File: src/rtl/dac_channel_scheduler.sv
// dac_channel_scheduler
//   Shares one 24-bit SPI DAC serialiser between four CV/oscillator channels.
//   Channel updates are latched as pending requests. A round-robin arbiter picks
//   one, formats the DAC command word and holds the send request until the
//   serialiser drops chip-select. A fixed gap follows every frame.
//
// Ports
//   clock_in     system clock
//   reset        asynchronous active-high reset
//   ch_value     four 16-bit channel values, channel n at [16n+15:16n]
//   ch_strobe    per-channel update request, value sampled in the same cycle
//   dac_data     command word {cmd, 2'b00, addr[1:0], value[15:0]}
//   dac_send     send request to the serialiser (high only while awaiting accept)
//   spi_cs_in    serialiser chip-select, low while a frame is in progress
//   busy         high whenever the scheduler is not idle
//   pending      per-channel pending flags
//   overrun      sticky, a strobe arrived while the channel was already pending
//   timeout_err  sticky, a send was not accepted in time
module dac_channel_scheduler #(
    parameter int unsigned NUM_CH         = 4,
    parameter logic [3:0]  DAC_CMD        = 4'h3,
    parameter int unsigned GAP_CYCLES     = 24,
    parameter int unsigned ACCEPT_TIMEOUT = 255
) (
    input  logic                   clock_in,
    input  logic                   reset,
    input  logic [16*NUM_CH-1:0]   ch_value,
    input  logic [NUM_CH-1:0]      ch_strobe,
    output logic [23:0]            dac_data,
    output logic                   dac_send,
    input  logic                   spi_cs_in,
    output logic                   busy,
    output logic [NUM_CH-1:0]      pending,
    output logic [NUM_CH-1:0]      overrun,
    output logic                   timeout_err
);

    // Address field is two bits wide; the channel count is fixed at four.
    localparam int unsigned CH_W    = 2;
    localparam int unsigned CNT_MAX = (GAP_CYCLES > ACCEPT_TIMEOUT) ? GAP_CYCLES : ACCEPT_TIMEOUT;
    localparam int unsigned CNT_W   = $clog2(CNT_MAX + 1);

    typedef enum logic [1:0] {
        StIdle,
        StWaitAccept,
        StWaitDone,
        StGap
    } state_e;

    state_e              r_state;
    state_e              w_state_nxt;
    logic [CNT_W-1:0]    r_cnt;
    logic [CH_W-1:0]     r_rr;
    logic [CH_W-1:0]     r_gnt;
    logic [15:0]         r_latch [NUM_CH];
    logic [NUM_CH-1:0]   r_pending;
    logic [NUM_CH-1:0]   w_pending_nxt;
    logic [NUM_CH-1:0]   r_overrun;
    logic                r_timeout_err;
    logic [23:0]         r_dac_data;

    logic                w_gnt_valid;
    logic [CH_W-1:0]     w_gnt_idx;
    logic                w_grant;
    logic                w_timeout;
    logic                w_gap_done;

    // Round-robin search starting at the pointer, wrapping 3 -> 0.
    always_comb begin
        logic [CH_W-1:0] w_cand;
        w_gnt_valid = 1'b0;
        w_gnt_idx   = r_rr;
        for (int i = 0; i < NUM_CH; i++) begin
            w_cand = r_rr + CH_W'(i);
            if (!w_gnt_valid && r_pending[w_cand]) begin
                w_gnt_valid = 1'b1;
                w_gnt_idx   = w_cand;
            end
        end
    end

    assign w_grant    = (r_state == StIdle) && w_gnt_valid;
    // Accept (cs low) wins over a timeout landing in the same cycle.
    assign w_timeout  = (r_state == StWaitAccept) && spi_cs_in &&
                        (r_cnt == CNT_W'(ACCEPT_TIMEOUT - 1));
    assign w_gap_done = (r_cnt == CNT_W'(GAP_CYCLES - 1));

    // FSM state register
    always_ff @(posedge clock_in or posedge reset) begin
        if (reset) begin
            r_state <= StIdle;
        end else begin
            r_state <= w_state_nxt;
        end
    end

    // FSM next-state logic
    always_comb begin
        w_state_nxt = r_state;
        unique case (r_state)
            StIdle: begin
                if (w_gnt_valid) w_state_nxt = StWaitAccept;
            end
            StWaitAccept: begin
                if (!spi_cs_in)     w_state_nxt = StWaitDone;
                else if (w_timeout) w_state_nxt = StGap;
            end
            StWaitDone: begin
                if (spi_cs_in) w_state_nxt = StGap;
            end
            StGap: begin
                if (w_gap_done) w_state_nxt = StIdle;
            end
            default: w_state_nxt = StIdle;
        endcase
    end

    // FSM outputs
    always_comb begin
        dac_send = (r_state == StWaitAccept);
        busy     = (r_state != StIdle);
    end

    // Per-state cycle counter: restarts on every state change, saturates otherwise.
    always_ff @(posedge clock_in or posedge reset) begin
        if (reset) begin
            r_cnt <= '0;
        end else if (w_state_nxt != r_state) begin
            r_cnt <= '0;
        end else if (r_cnt != CNT_W'(CNT_MAX)) begin
            r_cnt <= r_cnt + CNT_W'(1);
        end
    end

    // Capture beats clear: a strobe in the grant cycle keeps the channel pending.
    always_comb begin
        logic [NUM_CH-1:0] w_clr;
        logic [NUM_CH-1:0] w_set;
        w_clr = '0;
        w_set = '0;
        if (w_grant)   w_clr[w_gnt_idx] = 1'b1;
        if (w_timeout) w_set[r_gnt]     = 1'b1;
        w_pending_nxt = (r_pending & ~w_clr) | w_set | ch_strobe;
    end

    // Request capture, grant bookkeeping and sticky flags
    always_ff @(posedge clock_in or posedge reset) begin
        if (reset) begin
            r_pending     <= '0;
            r_overrun     <= '0;
            r_timeout_err <= 1'b0;
            r_rr          <= '0;
            r_gnt         <= '0;
            r_dac_data    <= '0;
            for (int n = 0; n < NUM_CH; n++) begin
                r_latch[n] <= '0;
            end
        end else begin
            r_pending <= w_pending_nxt;
            r_overrun <= r_overrun | (ch_strobe & r_pending);
            if (w_timeout) begin
                r_timeout_err <= 1'b1;
            end
            // Grant reads the latch before this cycle's strobe lands, so a
            // simultaneous update is sent on the next grant.
            if (w_grant) begin
                r_dac_data <= {DAC_CMD, 2'b00, w_gnt_idx, r_latch[w_gnt_idx]};
                r_gnt      <= w_gnt_idx;
                r_rr       <= w_gnt_idx + CH_W'(1);
            end
            for (int n = 0; n < NUM_CH; n++) begin
                if (ch_strobe[n]) begin
                    r_latch[n] <= ch_value[16*n +: 16];
                end
            end
        end
    end

    assign dac_data    = r_dac_data;
    assign pending     = r_pending;
    assign overrun     = r_overrun;
    assign timeout_err = r_timeout_err;

endmodule

File: config.mk
export PLATFORM = sky130hd
export DESIGN_NAME = dac_channel_scheduler
export DESIGN_NICKNAME = d
export VERILOG_FILES = /design/src/rtl/dac_channel_scheduler.sv
export SDC_FILE = /design/constraint.sdc
export NUM_CORES = 1
export LEC_CHECK = 0
export ABC_AREA = 0
export ABC_CLOCK_PERIOD_IN_PS = 3200
export CAP_MARGIN = 25
export CORE_UTILIZATION = 45
export DETAILED_ROUTE_END_ITERATION = 10
export PLACE_DENSITY = 0.75
export SLEW_MARGIN = 20
export SYNTH_ARGS = -nofsm -noshare
export SYNTH_HDL_FRONTEND = slang
export SYNTH_SLANG_ARGS = --single-unit
File: constraint.sdc
create_clock -name clock_in -period 3.2 [get_ports clock_in]
set_input_delay 0.48 -clock clock_in [delete_from_list [all_inputs] [get_ports clock_in]]
set_output_delay 0.48 -clock clock_in [all_outputs]
set_load 0.05 [all_outputs]
# Word level (Yosys, flattened, before mapping)
# Cells that the tools add are included.
[classes]
add_sub_neg = 5
order_cmp = 9
eq_ne = 7
muxes = 32
n_bitwise = 7
reduce_logical = 14
[op_table]
columns = ["op", "n"]
rows = [
  ["binary-select mux 16 bit (select 2 bit)", 1],
  ["2-to-1 mux 16 bit", 2],
  ["< comparator 2 x 3 -> 1 bit, second input constant", 6],
  ["2-to-1 mux 2 bit", 8],
  ["2-to-1 mux 8 bit", 2],
  ["bitwise OR 4 bit", 3],
  ["2-to-1 mux 1 bit", 10],
  ["adder 8 x 1 -> 8 bit, second input constant", 1],
  ["AND 4 bit", 2],
  ["binary-select mux 1 bit (select 2 bit)", 4],
  ["equality test 8 x 5 -> 1 bit, second input constant", 1],
  ["equality test 8 bit, second input constant", 1],
  ["logical AND 1 bit", 8],
  ["2-to-1 mux 4 bit", 2],
  ["!= test 8 bit, second input constant", 1],
  ["one-hot mux 2 bit (4 select lines)", 1],
  ["adder 2 x 1 -> 2 bit, second input constant", 2],
  ["adder 2 bit, second input constant", 2],
  ["demux 1 bit (select 2 bit)", 2],
  ["equality test 2 bit, second input constant", 2],
  [">= comparator 2 x 1 -> 1 bit, second input constant", 2],
  ["NOT 4 bit", 1],
  ["nonzero test 2 bit", 2],
  [">= comparator 3 bit, second input constant", 1],
  ["other kinds (5)", 7],
]
[totals]
register_bits = 106
input_bits = 71

# Logic depth before layout (Yosys ltp)
[depth]
word_depth = 21
ltp_mapped = 11
depth_no_buf = 8

# Worst setup path before layout
# No wires, ideal clock.
[synth_timing]
kind = "reg2reg"
from = "register r_pending[3] (netlist: pending[3])"
to = "register r_dac_data[0] (netlist: dac_data[0])"
setup_ps = 126
arrival_time_ps = 2316
setup_slack_ps = 758
path_stages_with_launch = 9
synth_period_minus_slack_ps = 2442
cell_sequence = "dfrtp_1 -> buf_4 -> nor2b_4 -> a2111o_1 -> buf_6 -> nand2_8 -> buf_8 -> mux2_4 -> a221o_1"
[synth_via]
elab_chain_len = 16
[synth_lines]
columns = ["element", "line_no", "text"]
rows = [
  ["start: declaration", "56", "logic [NUM_CH-1:0] r_pending;"],
  ["start signal: assignment", "159", "r_pending <= w_pending_nxt;"],
  ["binary-select mux 1 bit (select 2 bit)", "75", "if (!w_gnt_valid && r_pending[w_cand]) begin"],
  ["2-to-1 mux 1 bit (not written as such)", "75", ""],
  ["2-to-1 mux 1 bit", "75", ""],
  ["logical NOT 1 bit", "75", ""],
  ["logical AND 1 bit", "75", ""],
  ["2-to-1 mux 1 bit", "75", ""],
  ["logical NOT 1 bit", "75", ""],
  ["logical AND 1 bit", "75", ""],
  ["2-to-1 mux 1 bit", "75", ""],
  ["logical NOT 1 bit", "75", ""],
  ["logical AND 1 bit", "75", ""],
  ["2-to-1 mux 2 bit *", "75", ""],
  ["net w_gnt_idx[1]", "63", "logic [CH_W-1:0] w_gnt_idx;"],
  ["NOT 2 -> 3 bit (not written as such) *", "167", "r_dac_data <= {DAC_CMD, 2'b00, w_gnt_idx, r_latch[w_gnt_idx]};"],
  ["binary-select mux 16 bit (select 2 bit) *", "167", ""],
  ["2-to-1 mux 16 bit (not written as such) * (2 in a row)", "167", ""],
  ["end signal: assignment", "167", ""],
  ["end: declaration", "60", "logic [23:0] r_dac_data;"],
]
# Mark *: on every way through the listed nets, which the timed path passes. The rest lies on a longest branch. The select of a mux whose other input is x is not followed.
# A chain may end at the register's enable or synchronous reset.

# Final worst setup path
[layout_timing]
from = "register r_pending[3] (netlist: pending[3])"
to = "register r_dac_data[15] (netlist: dac_data[15])"
[layout_via]
elab_chain_len = 16
[layout_lines]
columns = ["element", "line_no"]
rows = [
  ["binary-select mux 1 bit (select 2 bit)", "75"],
  ["2-to-1 mux 1 bit (not written as such)", "75"],
  ["2-to-1 mux 1 bit", "75"],
  ["logical NOT 1 bit", "75"],
  ["logical AND 1 bit", "75"],
  ["2-to-1 mux 1 bit", "75"],
  ["logical NOT 1 bit", "75"],
  ["logical AND 1 bit", "75"],
  ["2-to-1 mux 1 bit", "75"],
  ["logical NOT 1 bit", "75"],
  ["logical AND 1 bit", "75"],
  ["2-to-1 mux 2 bit", "75"],
  ["NOT 2 -> 3 bit (not written as such)", "167"],
  ["binary-select mux 16 bit (select 2 bit)", "167"],
  ["2-to-1 mux 16 bit (not written as such) (2 in a row)", "167"],
]
# Parallel ways exist; a longest one is shown, timed or not. The select of a mux whose other input is x is not followed.

==> metrics <==
DP HPWL 8020 um; Clock transition at path regs 0.09 ns; WP buf/inv 0; net switching power 1.59 mW; Least-Margin Pin Slew 1.01 ns; CP endpoint kind flip-flop; worst hold margin 0.476 ns; Fill cells 844; Yosys reg bits 104; worst skew pair latency 0.37 ns; DR vias/cell 5.59; TritonCTS clock tree built; Post-synth EDFFs 0; first-pass GRT wire length 18300 um; Final Hold Viols 0; layout cells sized above 1 0.226; Worst path max stage delay 0.74 ns; hold_buf cts 0; Slew HR 0.323; Initial DRC Count 209; ranking of synthesized cells by area dfrtp_1 (54%), mux2_2 (17%), a221o_1 (3.3%), o21ai_0 (2.8%), mux2_4 (2.5%); Seq/Total Area, Yosys 0.543; I/O pin total 106; drt total wl 11500 um; Port Buffers 101; part of the cycle the worst path needs 0.819; fin cells 618; total power 4.17 mW; post-route setup slack 0.578 ns; vias in the first global route 3565; TNS Setup 0 ns; Starting Density 0.464; synthesized instance count 384; Int Power 2.59 mW; Netlist Area Pre-Place 4790 um2; DR WL/cell 18.6 um; CP Launch Type flip-flop; core area 10300 um2; Syn-to-layout area delta 26.5%; Unique masters post-synth 45; Post-synth top flop dfrtp_1; CTS Buf Count 9; dpl ws 0.606 ns; area leader, netlist dfrtp_1; Crit path required time 3.45 ns; Crit-path slowest cell a2111o_1; # diodes 0; DRC Markers 0; routability cong. 0.881; RSZ-0062 raised after global routing no; post_cts resized 0; Die Span Y 105 um; crit-path cells nor2b_4, a2111o_1, nand2_8, mux2_2, a221o_1; fmax 381 MHz; row cnt 37; gr ovfl total 0; synthesized area per cell 12.5 um2; Final Skew 0.00424 ns; crit path max fanout 19; status complete, no violations; Power Density 688 nW/um2; # Post-CTS Setup Buffers 0; 1st-pass router iterations 4; setup violators final 0; largest net degree at the start of global routing 52; combinational share of power 0.393; critical path class flip-flop to flip-flop; Tot GR Track Use 0.218; Final #Nets 554; hold crit path type flip-flop to flip-flop; YS warnings 0; max_cap viols 0; Worst Path Arrival 2.88 ns; via count 3454; count of final max-slew check failures 0; Post-synth ARST share 1.00; die area 11100 um2; clock network power share 0.184; initial antenna violation count 0; H-tree depth 3; placed instance count 602; maximum clock path buffer count 2; sequential power share 0.423; min cycle time layout 2.62 ns; post-route ant nets 0; Die X 105 um; CTS Root Cell clkbuf_8; clock sinks 104; standby leakage power 2.49 nW; Max IR drop VDD 499 uV; Sw Share 0.380; Yosys top cell area share 0.543; CP delay by family, top compound AO/OA/AOI/OAI gates
[final timing paths]
kind,start,end,slack (ns),cells past startpoint
worst max-delay path,pending[3]$_DFF_PP0_,dac_data[15]$_DFFE_PP0P_,0.58,5
worst min-delay path,overrun[1]$_DFF_PP0_,overrun[1]$_DFF_PP0_,0.48,1
worst max register to register,pending[3]$_DFF_PP0_,dac_data[15]$_DFFE_PP0P_,0.58,5
worst min register to register,overrun[1]$_DFF_PP0_,overrun[1]$_DFF_PP0_,0.48,1
max in group asynchronous,reset,dac_data[15]$_DFFE_PP0P_,1.88,3
min in group asynchronous,reset,r_latch[63]$_DFFE_PP0P_,0.59,2
[routing by layer]
metal | routed length [um] | part of all wire | global-route usage
met1 | 4980 | 0.43 | 0.283
met2 | 5620 | 0.49 | 0.359
met3 | 691 | 0.060 | 0.0474
met4 | 217 | 0.019 | 0.0765
met5 | 0 | 0 | 0
[worst reg2reg max path, cell delays in order (launching register included)]
cell	delay (ns)
dfrtp_1	0.66
nor2b_4	0.10
a2111o_1	0.74
nand2_8	0.32
mux2_2	0.37
a221o_1	0.32
[cell usage in the layout (no fill, tap or decap), drive strengths merged, types with 12 or more instances in the layout]
cell type,netlist,layout
a21oi,23,23
a221o,16,16
clkbuf,11,12
clkdlybuf4s50,0,101
dfrtp,104,104
mux2,80,80
nand2,15,15
nand3,21,21
nor2,12,12
o21ai,28,28
[per-stage QoR]
step	area [um2]	utilization
6_report	6060	0.587
5_1_grt	6060	0.587
4_1_cts	6060	0.587
3_5_place_dp	5880	0.570
3_3_place_gp	5880	0.570
2_1_floorplan	4810	-
[synthesized netlist by cell type (2+ instances only)]
cell type  count
mux2_4         8
buf_1          3
a21o_1         6
nor3_1         2
o21ai_0       27
mux2_2        72
xnor2_1        2
inv_1          9
nand2_1       14
nor2_1        12
nor2b_1        5
nand4_1        2
ha_1           6
nor4_1         2
a221o_1       16
and3_1         2
buf_2          3
dfrtp_1      104
buf_4          6
or2_2          2
a21oi_1       23
clkbuf_1      11
nand2b_1       2
xor2_1         2
a211oi_1       2
buf_6          2
nand3_1       21
[final cells by class]
cell class / instances / area (um2) / area share
clock buffer: 12 / 155 / 0.0256
tap: 136 / 170 / 0.0281
clock inverter: 4 / 27.5 / 0.00454
sequential: 104 / 2600 / 0.429
inverter: 9 / 37.5 / 0.00619
multi-input combinational: 248 / 2020 / 0.333
timing repair buffer: 105 / 1050 / 0.174
[logic make-up after synthesis]
| family | Yosys count | synth area share |
|---|---|---|
| fa+ha+maj | 6 | 0.0157 |
| mux | 80 | 0.194 |
| other cells | 1 | 0.000782 |
| flops | 104 | 0.543 |
| compound gates | 83 | 0.119 |
| simple gates | 71 | 0.0814 |
| xor+xnor | 4 | 0.00731 |
| buf+inv | 35 | 0.0384 |
[power by group through the flow]
stage          combinational, mW  clock (mW)  sequential (mW)
3_3_place_gp                1.60           0             1.77
3_5_place_dp                1.65           0             1.78
5_1_grt                     1.77       0.827             1.79
6_report                    1.64       0.769             1.76
4_1_cts                     1.66       0.783             1.76
2_1_floorplan              0.829           0             2.09
[state kept, by name (all words and copies together) (netlist names)]
name	cells
r_latch	64
dac_data	18
r_cnt	8
overrun	4
pending	4
r_rr	2
r_state	2
r_gnt	1
timeout_err	1
(Power assumes the default switching activity.)
